<file path="config.mk">
export PLATFORM = sky130hd
export DESIGN_NAME = fetch_ctrl_flat
export DESIGN_NICKNAME = d
export VERILOG_FILES = /design/src/rtl/fetch_pkg.sv /design/src/rtl/fetch_if.sv /design/src/rtl/fetch_buf.sv /design/src/rtl/fetch_ctrl.sv /design/src/flat_wrapper.sv
export SDC_FILE = /design/constraint.sdc
export NUM_CORES = 1
export LEC_CHECK = 0
export ABC_AREA = 1
export BUFFER_PORTS_ARGS = -buffer_cell sky130_fd_sc_hd__buf_4
export CAP_MARGIN = 20
export CORE_MARGIN = 2
export CORE_UTILIZATION = 40
export CTS_CLUSTER_DIAMETER = 150
export DETAILED_ROUTE_END_ITERATION = 16
export PLACE_DENSITY_LB_ADDON = 0.1
export SKIP_CTS_REPAIR_TIMING = 1
export SYNTH_ARGS = -nofsm -noshare
export SYNTH_HDL_FRONTEND = slang
export SYNTH_SLANG_ARGS = --single-unit
export TNS_END_PERCENT = 20
</file>
<file path="constraint.sdc">
create_clock -name CLK -period 4.8 [get_ports CLK]
set_input_delay 0.48 -clock CLK [delete_from_list [all_inputs] [get_ports CLK]]
set_output_delay 0.48 -clock CLK [all_outputs]
set_load 0.02 [all_outputs]
</file>
<file path="src/rtl/fetch_pkg.sv">
// Shared types and constants for the instruction fetch slice.
// Holds widths, FSM encoding and the buffer entry layout.
package fetch_pkg;
  localparam int INSTR_W = 32;
  localparam int ADDR_W  = 32;
  localparam logic [ADDR_W-1:0] RESET_PC_DEF = 32'h0000_0000;

  typedef enum logic {
    RUN  = 1'b0,
    HALT = 1'b1
  } state_t;

  typedef struct packed {
    logic [ADDR_W-1:0]  pc;
    logic [INSTR_W-1:0] inst;
  } buf_entry_t;
endpackage

</file>
<file path="src/rtl/fetch_if.sv">
// Fetch-side bus: instruction memory, redirect and decode handshake.
// master is the fetch unit, slave is the surrounding core/memory.
interface fetch_if;
  logic [31:0] IMEM_PC;
  logic [31:0] IMEM_INST;
  logic        REDIRECT;
  logic [31:0] REDIRECT_PC;
  logic        ID_VALID;
  logic        ID_READY;
  logic [31:0] ID_INST;
  logic [31:0] ID_PC;
  logic        FETCH_ERR;

  modport master (
    output IMEM_PC, ID_VALID, ID_INST, ID_PC, FETCH_ERR,
    input  IMEM_INST, REDIRECT, REDIRECT_PC, ID_READY
  );

  modport slave (
    input  IMEM_PC, ID_VALID, ID_INST, ID_PC, FETCH_ERR,
    output IMEM_INST, REDIRECT, REDIRECT_PC, ID_READY
  );
endinterface

</file>
<file path="src/rtl/fetch_buf.sv">
// Two-entry instruction FIFO with flush.
// Head is read straight from registered storage.
import fetch_pkg::*;

module fetch_buf (
  input  logic       i_clk,
  input  logic       i_rst,
  input  logic       i_push,
  input  logic       i_pop,
  input  logic       i_flush,
  input  buf_entry_t i_din,
  output logic [1:0] o_count,
  output buf_entry_t o_head
);
  buf_entry_t r_mem [2];
  logic       r_wr_ptr;
  logic       r_rd_ptr;
  logic [1:0] r_count;

  always_ff @(posedge i_clk) begin
    if (i_rst) begin
      r_mem[0] <= '0;
      r_mem[1] <= '0;
      r_wr_ptr <= 1'b0;
      r_rd_ptr <= 1'b0;
      r_count  <= 2'd0;
    end else if (i_flush) begin
      r_wr_ptr <= 1'b0;
      r_rd_ptr <= 1'b0;
      r_count  <= 2'd0;
    end else begin
      if (i_push) begin
        r_mem[r_wr_ptr] <= i_din;
        r_wr_ptr        <= ~r_wr_ptr;
      end
      if (i_pop)
        r_rd_ptr <= ~r_rd_ptr;
      r_count <= r_count
               + {1'b0, i_push}
               - {1'b0, i_pop};
    end
  end

  assign o_count = r_count;
  assign o_head  = r_mem[r_rd_ptr];
endmodule

</file>
<file path="src/rtl/fetch_ctrl.sv">
// Fetch controller: PC register, RUN/HALT FSM and sticky error flag.
// Instruction memory sits outside; the buffer is fetch_buf.
import fetch_pkg::*;

module fetch_ctrl #(
  parameter logic [31:0] RESET_PC  = RESET_PC_DEF,
  parameter int          BUF_DEPTH = 2
) (
  input logic     CLK,
  input logic     RESET,
  fetch_if.master bus
);
  state_t      r_state;
  logic [31:0] r_pc;
  logic        r_err;

  logic        w_run;
  logic        w_misal;
  logic        w_room;
  logic        w_pop;
  logic        w_push;
  logic        w_flush;
  logic [1:0]  w_count;
  buf_entry_t  w_din;
  buf_entry_t  w_head;

  assign w_run   = (r_state == RUN);
  assign w_misal = (bus.REDIRECT_PC[1:0] != 2'b00);
  assign w_room  = (32'(w_count) < BUF_DEPTH);
  assign w_flush = w_run & bus.REDIRECT;
  assign w_pop   = w_run & ~bus.REDIRECT
                 & (w_count != 2'd0) & bus.ID_READY;
  assign w_push  = w_run & ~bus.REDIRECT
                 & (w_room | w_pop);
  assign w_din   = '{pc: r_pc, inst: bus.IMEM_INST};

  fetch_buf u_buf (
    .i_clk   (CLK),
    .i_rst   (RESET),
    .i_push  (w_push),
    .i_pop   (w_pop),
    .i_flush (w_flush),
    .i_din   (w_din),
    .o_count (w_count),
    .o_head  (w_head)
  );

  // A misaligned target is fatal: stop fetching until reset.
  always_ff @(posedge CLK) begin
    if (RESET) begin
      r_state <= RUN;
      r_pc    <= RESET_PC;
      r_err   <= 1'b0;
    end else begin
      unique case (r_state)
        RUN: begin
          if (bus.REDIRECT) begin
            if (w_misal) begin
              r_err   <= 1'b1;
              r_state <= HALT;
            end else begin
              r_pc <= bus.REDIRECT_PC;
            end
          end else if (w_push) begin
            r_pc <= r_pc + 32'd4;
          end
        end
        HALT: r_state <= HALT;
        default: r_state <= HALT;
      endcase
    end
  end

  assign bus.IMEM_PC   = r_pc;
  assign bus.ID_VALID  = w_run & (w_count != 2'd0);
  assign bus.ID_INST   = w_head.inst;
  assign bus.ID_PC     = w_head.pc;
  assign bus.FETCH_ERR = r_err;
endmodule

</file>
<file path="src/flat_wrapper.sv">
// flat-port wrapper written by rule: the top's interface ports become plain ports
module fetch_ctrl_flat 
#(
  parameter logic [31:0] RESET_PC  = RESET_PC_DEF,
  parameter int          BUF_DEPTH = 2
)
  (CLK, RESET, bus_IMEM_PC, bus_ID_VALID, bus_ID_INST, bus_ID_PC, bus_FETCH_ERR, bus_IMEM_INST, bus_REDIRECT, bus_REDIRECT_PC, bus_ID_READY);
  fetch_if bus_i ();
  input logic CLK;
  input logic RESET;
  output wire logic [$bits(bus_i.IMEM_PC)-1:0] bus_IMEM_PC;
  output wire logic [$bits(bus_i.ID_VALID)-1:0] bus_ID_VALID;
  output wire logic [$bits(bus_i.ID_INST)-1:0] bus_ID_INST;
  output wire logic [$bits(bus_i.ID_PC)-1:0] bus_ID_PC;
  output wire logic [$bits(bus_i.FETCH_ERR)-1:0] bus_FETCH_ERR;
  input wire logic [$bits(bus_i.IMEM_INST)-1:0] bus_IMEM_INST;
  input wire logic [$bits(bus_i.REDIRECT)-1:0] bus_REDIRECT;
  input wire logic [$bits(bus_i.REDIRECT_PC)-1:0] bus_REDIRECT_PC;
  input wire logic [$bits(bus_i.ID_READY)-1:0] bus_ID_READY;
  assign bus_IMEM_PC = bus_i.IMEM_PC;
  assign bus_ID_VALID = bus_i.ID_VALID;
  assign bus_ID_INST = bus_i.ID_INST;
  assign bus_ID_PC = bus_i.ID_PC;
  assign bus_FETCH_ERR = bus_i.FETCH_ERR;
  assign bus_i.IMEM_INST = bus_IMEM_INST;
  assign bus_i.REDIRECT = bus_REDIRECT;
  assign bus_i.REDIRECT_PC = bus_REDIRECT_PC;
  assign bus_i.ID_READY = bus_ID_READY;
  fetch_ctrl #(.RESET_PC(RESET_PC), .BUF_DEPTH(BUF_DEPTH)) u_core (.CLK(CLK), .RESET(RESET), .bus(bus_i));
endmodule
</file>
# After elaboration in Yosys (flattened, before gate mapping)
# Memories as Yosys holds them, arrays and structs flattened. A register that Yosys moved wholly into a read port is not among the register bits.
# Cells that the tools add are included.
[word_totals] out_inout_bits=98 n_memories=1 ff_bits=38 ramBits=128 wordCells=47
[classes] n_mux=17 n_reduce_logical=7 n_eq_ne=1 n_bitwise=11 add_sub_neg=3 n_lt_le_gt_ge=1
[memory_table] memory="u_core.u_buf.r_mem" words=2 width=64 rd=1 rd_ports_with_merged_regs=1 write_ports=2 line="fetch_buf.sv:15" text="buf_entry_t r_mem [2];"
[op_table] operator="two-way mux 32 bit" count=3
[op_table] operator="two-way mux 64 bit" count=1
[op_table] operator="OR reduction 64 bit" count=1
[op_table] operator="adder 32 x 3 -> 32 bit, second input constant" count=1
[op_table] operator="two-way mux 1 bit" count=12
[op_table] operator="AND 1 bit" count=6
[op_table] operator="AND reduction 3 bit" count=2
[op_table] operator="nonzero test 2 bit" count=3
[op_table] operator="NOT 1 bit" count=4
[op_table] operator="adder 2 x 1 -> 2 bit" count=1
[op_table] operator="< comparator 2 bit, second input constant" count=1
[op_table] operator="!= test 2 bit, second input constant" count=1
[op_table] operator="one-hot mux 1 bit (2 select lines)" count=1
[op_table] operator="OR reduction 2 bit" count=1
[op_table] operator="subtractor 2 x 1 -> 2 bit" count=1
[op_table] operator="OR 1 bit" count=1

# Longest topological paths before layout
[logic_depth] depth_word=12 depth_mapped=10 mapped_depth_nobuf=10

# By module
# Synthesis repeated with hierarchy kept, for this count alone.
[unflattened] cells_unflattened=854 area_unflattened_um2=8111.5
[modules_own_cells] mod="fetch_buf" cells_each=438 area_each_um2=5730.5 n_inst=1 seq_area_each_um2=3943.8
[modules_own_cells] mod="fetch_ctrl" cells_each=416 area_each_um2=2381.0 n_inst=1 seq_area_each_um2=680.7

# Worst setup path after synthesis
# No wires, ideal clock.
[synth_path] kind="input port to flip-flop" start="in bus_REDIRECT" end="mem u_core.u_buf.r_mem[1][0] (netlist bit), enable pin" path_buffers=3 stages=8 t_required_ns=4.376 slack_ns=1.750 arrival_ns=2.626 cell_sequence="buf_6 > nor2_4 > nand2_4 > inv_2 > nand3_1 > buf_4 > buf_2 > nand2_1"
[synth_lines] item="start: declaration" line="flat_wrapper.sv:17" text="input wire logic [$bits(bus_i.REDIRECT)-1:0] bus_REDIRECT;"
[synth_lines] item="end: declaration" line="fetch_buf.sv:15"

==> flow_summary.yaml <==
floorplan:
  dieArea_sq_mm: 0.0212
  io_pins: 166
  rows: 51
  die_width_um: 145
  start_util_pct: 41.0
  coreArea_sq_mm: 0.0195
  fp.dieH_um: 145
timing:
  slew_viol_final: 0
  slew_headroom_pct: 32.9
  worstMarginPinSlew_ns: 1.00
  period_share_pct: 50.4
  skew_ns: 0.0120
  fin_setup_tns_ns: 0
  fin_crit_ns: 2.42
  rsz0062_at_grt: "false"
  finalSetupViolCount: 0
  fmax_ghz: 0.413
  hold_violations: 0
power:
  power_density_mw_per_mm2: 352
  vdd_drop_max_uv: 250
  power_mw: 3.50
  leakage_nw: 4.07
cts:
  cts.sinks: 167
  cts_max_path_buffers: 2
  clk_pin_slew_ns: 0.07
  cts_tree: "yes"
  cts_made_buffers: 17
  ctsRootBufferMaster: "clkbuf_16"
  cts_htree_levels: 4
  clk_latency_ns: 0.43
layout:
  final_common_cell: "nor2_1"
  final_cell_mix: "197 x nor2_1, 169 x buf_4, 146 x nand2_1, 128 x edfxtp_1, 84 x inv_1"
  layout-drive-gt1-share_pct: 29.7
  fin_nets: 1054
  antennaDiodeCount: 0
  area_growth_pct: 24.3
  fillers: 1922
placed_design:
  dp_hpwl_um: 12600
  gp_congestion: 0.845
  io_buffers: 165
critical_path:
  cp.required_ns: 4.97
  crit_family: "buffers and inverters"
  rrSetupSlack_ns: 2.59
  slowest_delay_ns: 0.85
  cp_data_arrival_time_ns: 2.59
  path_class: "in2reg"
  crit_path_top_delay_cell: "nand2_2"
  cp-end-kind: "flop"
  worstPathMaxFanout: 46
  setup.worst_path.start_class: "input port"
  path_buf_inv: 3
  cpMostUsedCell: "buf_4"
  crit_chain: "buf_4 > clkinv_1 > nand2_2 > buf_4 > nor2_1"
synthesis:
  syn_inst: 831
  yosysTopAreaCell: "edfxtp_1"
  ys_seq_area_share_pct: 57.8
  synth_area_per_cell_sq_um: 9.63
  syn_nets: 902
  yosysTopAreaCellShare_pct: 48.0
  yosys_warnings: 0
  ys_ff_latch: 167
  synth_area_sq_mm: 0.00800
  synthTopCellsByArea: "edfxtp_1 48%, dfxtp_1 9.8%, nor2_1 9.2%"
  ys_types: 33
routing:
  wl_um: 19300
  dr_total_vias: 5996
  drc: 0
  detail-route-antenna-nets: 0
  viasPerCell: 4.75
  wl_per_cell_um: 15.3
  firstDrtPassIters: 7
  dr.first_iter.drc_count: 366
hold_path:
  hold_class: "in2reg"
job:
  maxCapViolCount: 0
global_route:
  grt_pass1_vias: 5775
  gr-total-overflow: 0
  antenna_found_initial: 0
  grt_usage_pct: 18.3
  grt_first_pass_wirelength_um: 30500
  grt_max_degree: 65
status:
  status: "finished, final reports clean"
[registers in the layout (all words and copies together) (netlist names), named ones only]
signal / cells
u_core.bus.FETCH_ERR: 1
u_core.bus.IMEM_PC: 32
u_core.r_state: 1
u_core.u_buf.o_count: 2
u_core.u_buf.r_mem: 128
u_core.u_buf.r_rd_ptr: 1
u_core.u_buf.r_wr_ptr: 1
[cell type report]
type	count	area, sq um	area share [%]
clock buffers	17	425	4.28
clock inverters	15	143	1.43
inverters	88	333	3.35
multi-input cells	540	2820	28.4
flip-flops and latches	167	4630	46.5
well taps	265	332	3.33
repair buffers	169	1270	12.8
[cells by family (layout without fill, tap and decap cells)]
group,Yosys count,after routing,share of synthesized area (%)
DFF,167,167,57.8
buffers and inverters,124,289,7.19
xor gates and xnor gates,1,1,0.109
adders and majority gates,3,3,0.469
AOI/OAI and AO/OA,68,68,4.39
and+or+nand+nor,404,404,21.0
muxes,64,64,9.01
[worst paths after layout]
| path | start | to | depth (start not counted) |
|---|---|---|---|
| worst min register to register | u_core.u_buf.r_wr_ptr | u_core.u_buf.r_wr_ptr | 2 |
| worst max-delay path | RESET | u_core.u_buf.r_mem[0][37] | 5 |
| worst max register to register | u_core.r_state | u_core.u_buf.r_mem[0][37] | 6 |
| worst min-delay path | bus_REDIRECT_PC[3] | u_core.bus.IMEM_PC[3] | 3 |
[synthesized netlist by cell type]
master / n
o21ai_1: 1
nor2_1: 197
nor3_2: 1
xnor2_1: 1
buf_4: 1
clkinv_1: 1
nand2_2: 5
inv_2: 2
o21ai_0: 28
or2_2: 1
and2_1: 1
a31oi_1: 3
nand3_2: 2
a21oi_2: 1
clkbuf_1: 7
nor2_2: 5
nor3_1: 4
nand2_4: 3
edfxtp_1: 128
inv_4: 1
ha_1: 3
buf_2: 16
inv_1: 84
clkbuf_2: 1
nand2_1: 148
a21oi_1: 34
dfxtp_1: 39
or2_1: 1
nor2_4: 7
nand3_1: 29
buf_6: 11
a221oi_1: 1
mux2_2: 64
[power by group]
| group | switching, mW | internal [mW] |
|---|---|---|
| logic | 0.283 | 0.194 |
| clock network | 0.602 | 0.727 |
| registers | 0.0489 | 1.65 |
[metal layers]
layer | track usage, % | vias to the layer above | part of all wire, %
met5 | 0 | - | 0
met4 | 4.61 | 0 | 0.85
met3 | 4.29 | 15 | 5.2
met2 | 29.0 | 186 | 46
met1 | 25.5 | 2786 | 48
li1 | - | 3009 | -
[through the flow]
step	std cells	setup slack, ns	util [%]	cell area [sq um]	hold WS [ns]
3_5_place_dp	1229	1.91	48.0	9380	0.478
4_1_cts	1261	2.33	51.0	9950	0.324
5_1_grt	1261	2.19	51.0	9950	0.329
3_3_place_gp	1229	1.96	48.0	9380	0.476
6_report	1261	2.38	51.0	9950	0.342
2_1_floorplan	831	1.75	-	8000	0.458
[tightest hold or removal path, cell delays in order]
cell and delay, ns:
buf_4 0.11, nand2_1 0.06, a31oi_1 0.07
No activity file was read; power rests on OpenSTA's default activity.
